**config.mk**
```make
export PLATFORM = sky130hd
export DESIGN_NAME = flag_display_scheduler
export DESIGN_NICKNAME = d
export VERILOG_FILES = /design/src/rtl/flag_display_scheduler.sv
export SDC_FILE = /design/constraint.sdc
export NUM_CORES = 1
export LEC_CHECK = 0
export BUFFER_PORTS_ARGS = -buffer_cell sky130_fd_sc_hd__buf_2
export CAP_MARGIN = 15
export CORE_MARGIN = 3
export CORE_UTILIZATION = 41
export DETAILED_ROUTE_END_ITERATION = 10
export SYNTH_ARGS = -nofsm -noshare
export SYNTH_HDL_FRONTEND = slang
export SYNTH_SLANG_ARGS = --single-unit
export TNS_END_PERCENT = 10
```
**constraint.sdc**
```tcl
create_clock -name clk -period 2.8 [get_ports clk]
set_input_delay 0.56 -clock clk [delete_from_list [all_inputs] [get_ports clk]]
set_output_delay 0.56 -clock clk [all_outputs]
set_load 0.005 [all_outputs]
```
**src/rtl/flag_display_scheduler.sv**
```systemverilog
// Time-multiplexes latched C/N/Z flags onto a one-hot decoder select, one glyph at a time.
// Define FLAG_SCHED_GAP_EN to insert GAP_CYCLES blank cycles between glyphs.
module flag_display_scheduler #(
    parameter int HOLD_CYCLES = 50_000_000,
    parameter int GAP_CYCLES  = 5_000_000
) (
    input  logic       clk,
    input  logic       rst_n,
    input  logic       flags_valid,
    input  logic [2:0] flags_C_N_Z,
    output logic [2:0] sel_C_N_Z,
    output logic       busy
);

`ifdef FLAG_SCHED_GAP_EN
    localparam int MAX_C = (GAP_CYCLES > HOLD_CYCLES) ? GAP_CYCLES : HOLD_CYCLES;
    typedef enum logic [1:0] {IDLE, STATIC, SHOW, GAP} state_t;
`else
    // GAP_CYCLES has no effect on sizing when blanking is compiled out.
    localparam int MAX_C = HOLD_CYCLES + 0 * GAP_CYCLES;
    typedef enum logic [1:0] {IDLE, STATIC, SHOW} state_t;
`endif
    localparam int CW = (MAX_C > 1) ? $clog2(MAX_C) : 1;

    state_t          state_q, state_d;
    logic [2:0]      set_q, set_d;
    logic [1:0]      idx_q, idx_d;
    logic [CW-1:0]   cnt_q, cnt_d;
    logic [2:0]      sel_q, sel_d;
    logic            busy_q, busy_d;

    function automatic logic [1:0] lowest_idx(input logic [2:0] s);
        if (s[0])      return 2'd0;
        else if (s[1]) return 2'd1;
        else           return 2'd2;
    endfunction

    // Next set bit in ascending order with wrap-around.
    function automatic logic [1:0] next_idx(input logic [2:0] s, input logic [1:0] i);
        logic [1:0] r;
        case (i)
            2'd0:    r = s[1] ? 2'd1 : (s[2] ? 2'd2 : 2'd0);
            2'd1:    r = s[2] ? 2'd2 : (s[0] ? 2'd0 : 2'd1);
            default: r = s[0] ? 2'd0 : (s[1] ? 2'd1 : 2'd2);
        endcase
        return r;
    endfunction

    always_comb begin
        state_d = state_q;
        set_d   = set_q;
        idx_d   = idx_q;
        cnt_d   = cnt_q;
        if (flags_valid) begin
            set_d = flags_C_N_Z;
            cnt_d = '0;
            idx_d = lowest_idx(flags_C_N_Z);
            case ($countones(flags_C_N_Z))
                0:       state_d = IDLE;
                1:       state_d = STATIC;
                default: state_d = SHOW;
            endcase
        end else begin
            case (state_q)
                SHOW: begin
                    if (cnt_q == CW'(HOLD_CYCLES - 1)) begin
                        cnt_d = '0;
`ifdef FLAG_SCHED_GAP_EN
                        state_d = GAP;
`else
                        idx_d = next_idx(set_q, idx_q);
`endif
                    end else begin
                        cnt_d = cnt_q + 1'b1;
                    end
                end
`ifdef FLAG_SCHED_GAP_EN
                GAP: begin
                    if (cnt_q == CW'(GAP_CYCLES - 1)) begin
                        cnt_d   = '0;
                        idx_d   = next_idx(set_q, idx_q);
                        state_d = SHOW;
                    end else begin
                        cnt_d = cnt_q + 1'b1;
                    end
                end
`endif
                default: cnt_d = '0;
            endcase
        end

        // Outputs are computed from the next state so they can be registered.
        sel_d  = 3'b000;
        busy_d = 1'b0;
        case (state_d)
            STATIC: sel_d = set_d;
            SHOW: begin
                sel_d  = 3'b001 << idx_d;
                busy_d = 1'b1;
            end
`ifdef FLAG_SCHED_GAP_EN
            GAP: busy_d = 1'b1;
`endif
            default: sel_d = 3'b000;
        endcase
    end

    always_ff @(posedge clk) begin
        if (!rst_n) begin
            state_q <= IDLE;
            set_q   <= 3'b000;
            idx_q   <= 2'd0;
            cnt_q   <= '0;
            sel_q   <= 3'b000;
            busy_q  <= 1'b0;
        end else begin
            state_q <= state_d;
            set_q   <= set_d;
            idx_q   <= idx_d;
            cnt_q   <= cnt_d;
            sel_q   <= sel_d;
            busy_q  <= busy_d;
        end
    end

    assign sel_C_N_Z = sel_q;
    assign busy      = busy_q;

endmodule

```
After elaboration in Yosys (flattened, before gate mapping)
Index checks and enable logic that the tools add are counted. W data, S select, Z words.

Shift operators: 1. Mux-type cells: 17. Add/sub/neg operators: 3. Eq/ne operators: 6. Bitwise logic cells: 2. Reduce and logical (&&, ||, !) cells: 3.

Operators with widths (number): $logic_not A32 Y1 (1); $add A26 B1 Y26 const B (1); $eq A26 B26 Y1 const B (1); $mux W2 (11); $pmux W2 S2 (2); $pmux W3 S2 (1); $eq A2 B1 Y1 const B (2); $eq A2 B2 Y1 const B (2); $reduce_or A4 Y1 (1); $add A2 B1 Y3 (1); $eq A3 B1 Y1 const B (1); $mux W3 (1); $shl A1 B2 Y3 const A (1); $add A1 B1 Y2 (1); $logic_not A2 Y1 (1); $mux W1 (2); $not A1 Y1 (2).

Output and inout bits: 4. Bits in registers: 37. Logic and storage cells: 38.

Logic depth before layout (Yosys ltp)
Depth after elaboration: 8. Mapped depth: 9. Gate-level depth less buffers: 9.

Worst setup path after synthesis
No wires, ideal clock.

Path type: register to register. Start point: register cnt_q[0]. End point: register sel_q[1] (netlist: sel_C_N_Z[1]). Setup time: 0.088 ns. Cell stages (with the launch flop): 7. Slack: 0.620 ns. Period minus slack after synthesis: 2.180 ns. Path buffers: 0. Required time: 2.712 ns. Data arrival time: 2.092 ns. Cells stage by stage: dfxtp_1 > ha_1 > nand3_4 > or4_4 > or3_4 > a211o_1 > o32ai_2.

Longest elaborated chain between the ends: 6.

Ends and longest elaborated chain: start: declaration (line 28) `logic [CW-1:0] cnt_q, cnt_d;`; start signal: assignment (line 120) `cnt_q <= cnt_d;`; $eq A26 B26 Y1 (line 66) `if (cnt_q == CW'(HOLD_CYCLES - 1)) begin`; $mux W2 (line 66); $mux W2 (line 64) `case (state_q)`; $mux W2 (line 54) `if (flags_valid) begin`; $shl A1 B2 Y3 (line 98) `sel_d = 3'b001 << idx_d;`; $pmux W3 S2 (line 95) `case (state_d)`; end signal: assignment (line 121) `sel_q <= sel_d;`; end: declaration (line 29) `logic [2:0] sel_q, sel_d;`.

Every way passes these cells. A chain may end at the register's enable or synchronous reset.

Worst setup path in the final report
Ends and elaborated chain as after synthesis.

==> run metrics <==
CTS clk-pin slew, worst paths 0.08 ns; Critical Path Source Type register; fillers 394; Critical R2R Capture sel_C_N_Z[1]$_SDFF_PN0_; average detailed-routed wire length per instance 12.7 µm; synthesized cell area 1780 µm²; vias in the first global route 1373; portion of total power attributed to the clock network 44.8%; Most used DFF post-synth sky130_fd_sc_hd__dfxtp_1; status finished clean; clock insertion delay at the later pin of the skew report 0.29 ns; Core Rows 23; highest metal used met4; number of sinks on the clock net 37; power density over the cells 541 nW/µm²; routed length on met2 1460 µm; distinct cell type count of the synthesized netlist 42; iteration count of the initial detailed-routing pass 5; maximum ir drop on the vdd rail 0.261 mV; register-to-register setup slack 0.47 ns; first-pass GRT wire length 6040 µm; Post-route DRC 0; met1 wire length 1680 µm; total wire length after detailed routing 3380 µm; worst slack on hold paths 0.469 ns; capturing element of the worst setup path sel_C_N_Z[1]$_SDFF_PN0_; source of the worst register-to-register timing path cnt_q[0]$_SDFF_PP0_; CTS tree yes; setup repair bufs after CTS 0; antenna violation net count after detailed routing 0; kind of end point of the critical path register; sequential-to-total area share from yosys stat 41.7%; maximum number of pins on one net before global-route repair 27; H-tree depth reported by CTS 2; Critical Path Fanout Max 6; number of antenna violations at the first check in global routing 0; slew margin rel. 61.1%; end-of-flow core utilization 49.1%; final hold viol count 0; cell count after synthesis 200; required time at the worst-slack endpoint 3.01 ns; arrival time reported for the critical path endpoint 2.54 ns; number of pins exceeding their max-slew limit in the final report 0; Area growth syn-to-layout 13.0%; Die ar. 5160 µm²; total internal power 0.000850 W; horizontal die dimension 71.8 µm; count of max-cap constraint violations 0; net load switching power 0.000236 W; CP Launch Point cnt_q[0]$_SDFF_PP0_; HP Class reg2reg; sw frac 21.7%; total number of vias 1379; final worst path period share 83.1%; register bit count reported by yosys 37; total number of nets in the final design 225; depth of the worst register-to-register path 6; Placeable Area 4090 µm²; post-cts repair resize count 0; GR Util All Layers 14.6%; vias per std cell 5.18; sequential fraction of design power 49.6%; starting DRC count in detailed routing 51; number of buffers added by the clock tree synthesis step 5; slew at the pin closest to its max-slew limit 0.568 ns; clock skew after layout 0.00895 ns; final count of negative-setup-slack endpoints 0; Initial Util 43.4%; relative contribution of combinational cells to total power 5.6%; Setup Crit Path Kind reg2reg; met3 wire length 140 µm; final critical-path required period 2.33 ns; remaining global-route overflow 0; yosys warns 0; Top-Level Pins 10; share of async-settable or async-resettable flops after synthesis 0%; last weighted congestion value of the routability-driven placer 0.787; Root Driver sky130_fd_sc_hd__clkbuf_8; static leakage power 0.687 nW; RSZ-0062 raised after global routing no; Detailed Place HPWL 2440 µm; Die Y 71.8 µm; Fmax 0.430 GHz; quantity of hold-fixing buffers added after cts 0; number of input and output port buffers inserted 9; total power draw 0.00109 W; mean instance size in the synthesized netlist 8.88 µm²; layout cell share with drive strength beyond 1 11.1%; final antenna diode count 0; Syn Nets 210; clk buf depth 2; sum of negative setup slack 0 ns; number of enable flip-flop cells after synthesis 0
==> synth_stat cells (3+ instances only) <==
master	instances	area, µm²
sky130_fd_sc_hd__mux2i_1	4	40.0
sky130_fd_sc_hd__xnor2_1	10	87.6
sky130_fd_sc_hd__nor2b_1	11	68.8
sky130_fd_sc_hd__and2_1	5	31.3
sky130_fd_sc_hd__xor2_1	12	105
sky130_fd_sc_hd__nand2_1	13	48.8
sky130_fd_sc_hd__nand4_1	9	56.3
sky130_fd_sc_hd__clkbuf_1	3	11.3
sky130_fd_sc_hd__inv_1	7	26.3
sky130_fd_sc_hd__nand3_1	8	40.0
sky130_fd_sc_hd__nor3_1	5	25.0
sky130_fd_sc_hd__ha_1	3	37.5
sky130_fd_sc_hd__nor2_1	33	124
sky130_fd_sc_hd__dfxtp_1	37	741
sky130_fd_sc_hd__nor4_1	3	18.8
sky130_fd_sc_hd__a21oi_1	3	15.0
==> power groups by stage <==
| stage | Sequential [W] | Combinational (W) | Clock (W) |
|---|---|---|---|
| 2_1_floorplan | 0.000550 | 0.0000428 | 0 |
| 3_3_place_gp | 0.000551 | 0.0000617 | 0 |
| 3_5_place_dp | 0.000551 | 0.0000615 | 0 |
| 4_1_cts | 0.000539 | 0.0000617 | 0.000494 |
| 5_1_grt | 0.000539 | 0.0000704 | 0.000515 |
| 6_report | 0.000539 | 0.0000612 | 0.000486 |
==> placed cells by master, fill, tap and decap left out, types with 2 or more instances in the layout <==
master,n
sky130_fd_sc_hd__nor3_1,5
sky130_fd_sc_hd__nand4_1,9
sky130_fd_sc_hd__clkbuf_8,6
sky130_fd_sc_hd__and4b_1,2
sky130_fd_sc_hd__buf_2,9
sky130_fd_sc_hd__a21oi_1,3
sky130_fd_sc_hd__buf_4,2
sky130_fd_sc_hd__xnor2_1,10
sky130_fd_sc_hd__nor2b_1,11
sky130_fd_sc_hd__nand3b_1,2
sky130_fd_sc_hd__mux2i_1,4
sky130_fd_sc_hd__dfxtp_1,37
sky130_fd_sc_hd__ha_1,3
sky130_fd_sc_hd__and2_1,5
sky130_fd_sc_hd__nor4_1,3
sky130_fd_sc_hd__nor3b_1,2
sky130_fd_sc_hd__o41ai_1,2
sky130_fd_sc_hd__and3_1,2
sky130_fd_sc_hd__o21ai_0,2
sky130_fd_sc_hd__inv_1,7
sky130_fd_sc_hd__or3_1,2
sky130_fd_sc_hd__nor2_1,33
sky130_fd_sc_hd__nand2_1,13
sky130_fd_sc_hd__and4_1,2
sky130_fd_sc_hd__xor2_1,12
sky130_fd_sc_hd__nand3_1,8
==> metrics by stage <==
step / instances / setup WS [ns] / area, µm²
2_1_floorplan: 200 / 0.620 / 1780
3_3_place_gp: 258 / 0.370 / 1890
3_5_place_dp: 258 / 0.293 / 1890
4_1_cts: 266 / 0.460 / 2010
5_1_grt: 266 / 0.370 / 2010
6_report: 266 / 0.473 / 2010
==> state kept, by name, indices dropped and copies added, names as in the netlist <==
| name | cells |
|---|---|
| busy | 1 |
| cnt_q | 26 |
| idx_q | 2 |
| sel_C_N_Z | 3 |
| set_q | 3 |
| state_q | 2 |
==> logic make-up after synthesis <==
family / synth area share, %
DFF: 41.7
AOI/OAI and AO/OA: 7.89
muxes: 2.26
adders and majority gates: 3.24
xor gates and xnor gates: 10.9
buffers and inverters: 2.11
and+or+nand+nor: 31.9
==> layer usage <==
| metal | GRT usage, % | vias to the layer above |
|---|---|---|
| li1 | - | 723 |
| met1 | 18.8 | 621 |
| met2 | 23.3 | 24 |
| met3 | 3.51 | 11 |
| met4 | 6.47 | 0 |
| met5 | 0 | - |
==> worst max-delay path, stage by stage, from the launching register on <==
cell and delay [ns]:
sky130_fd_sc_hd__dfxtp_1 0.38, sky130_fd_sc_hd__ha_1 0.25, sky130_fd_sc_hd__nand3_4 0.14, sky130_fd_sc_hd__or4_4 0.54
sky130_fd_sc_hd__or3_4 0.40, sky130_fd_sc_hd__a211o_1 0.31, sky130_fd_sc_hd__o32ai_2 0.24
==> how the worst min path moves through the flow <==
stage | startpoint | endpoint | slack [ns] | cells past startpoint
after floorplan | cnt_q[0]$_SDFF_PP0_ | cnt_q[0]$_SDFF_PP0_ | 0.43 | 1
after global placement | cnt_q[0]$_SDFF_PP0_ | cnt_q[0]$_SDFF_PP0_ | 0.45 | 1
after detailed placement | cnt_q[0]$_SDFF_PP0_ | cnt_q[0]$_SDFF_PP0_ | 0.45 | 1
after CTS | cnt_q[0]$_SDFF_PP0_ | cnt_q[0]$_SDFF_PP0_ | 0.47 | 1
after global routing | cnt_q[0]$_SDFF_PP0_ | cnt_q[0]$_SDFF_PP0_ | 0.49 | 1
final | cnt_q[0]$_SDFF_PP0_ | cnt_q[0]$_SDFF_PP0_ | 0.47 | 1
==> cell type report <==
cell class	count	area, µm²	share of cell area [%]
multi-input cells	153	997	49.7
flip-flops and latches	37	741	36.9
clock buffers	6	82.6	4.11
well taps	50	62.6	3.12
repair buffers	11	60.1	2.99
clock inverters	2	37.5	1.87
inverters	7	26.3	1.31
(Power assumes the default switching activity.)
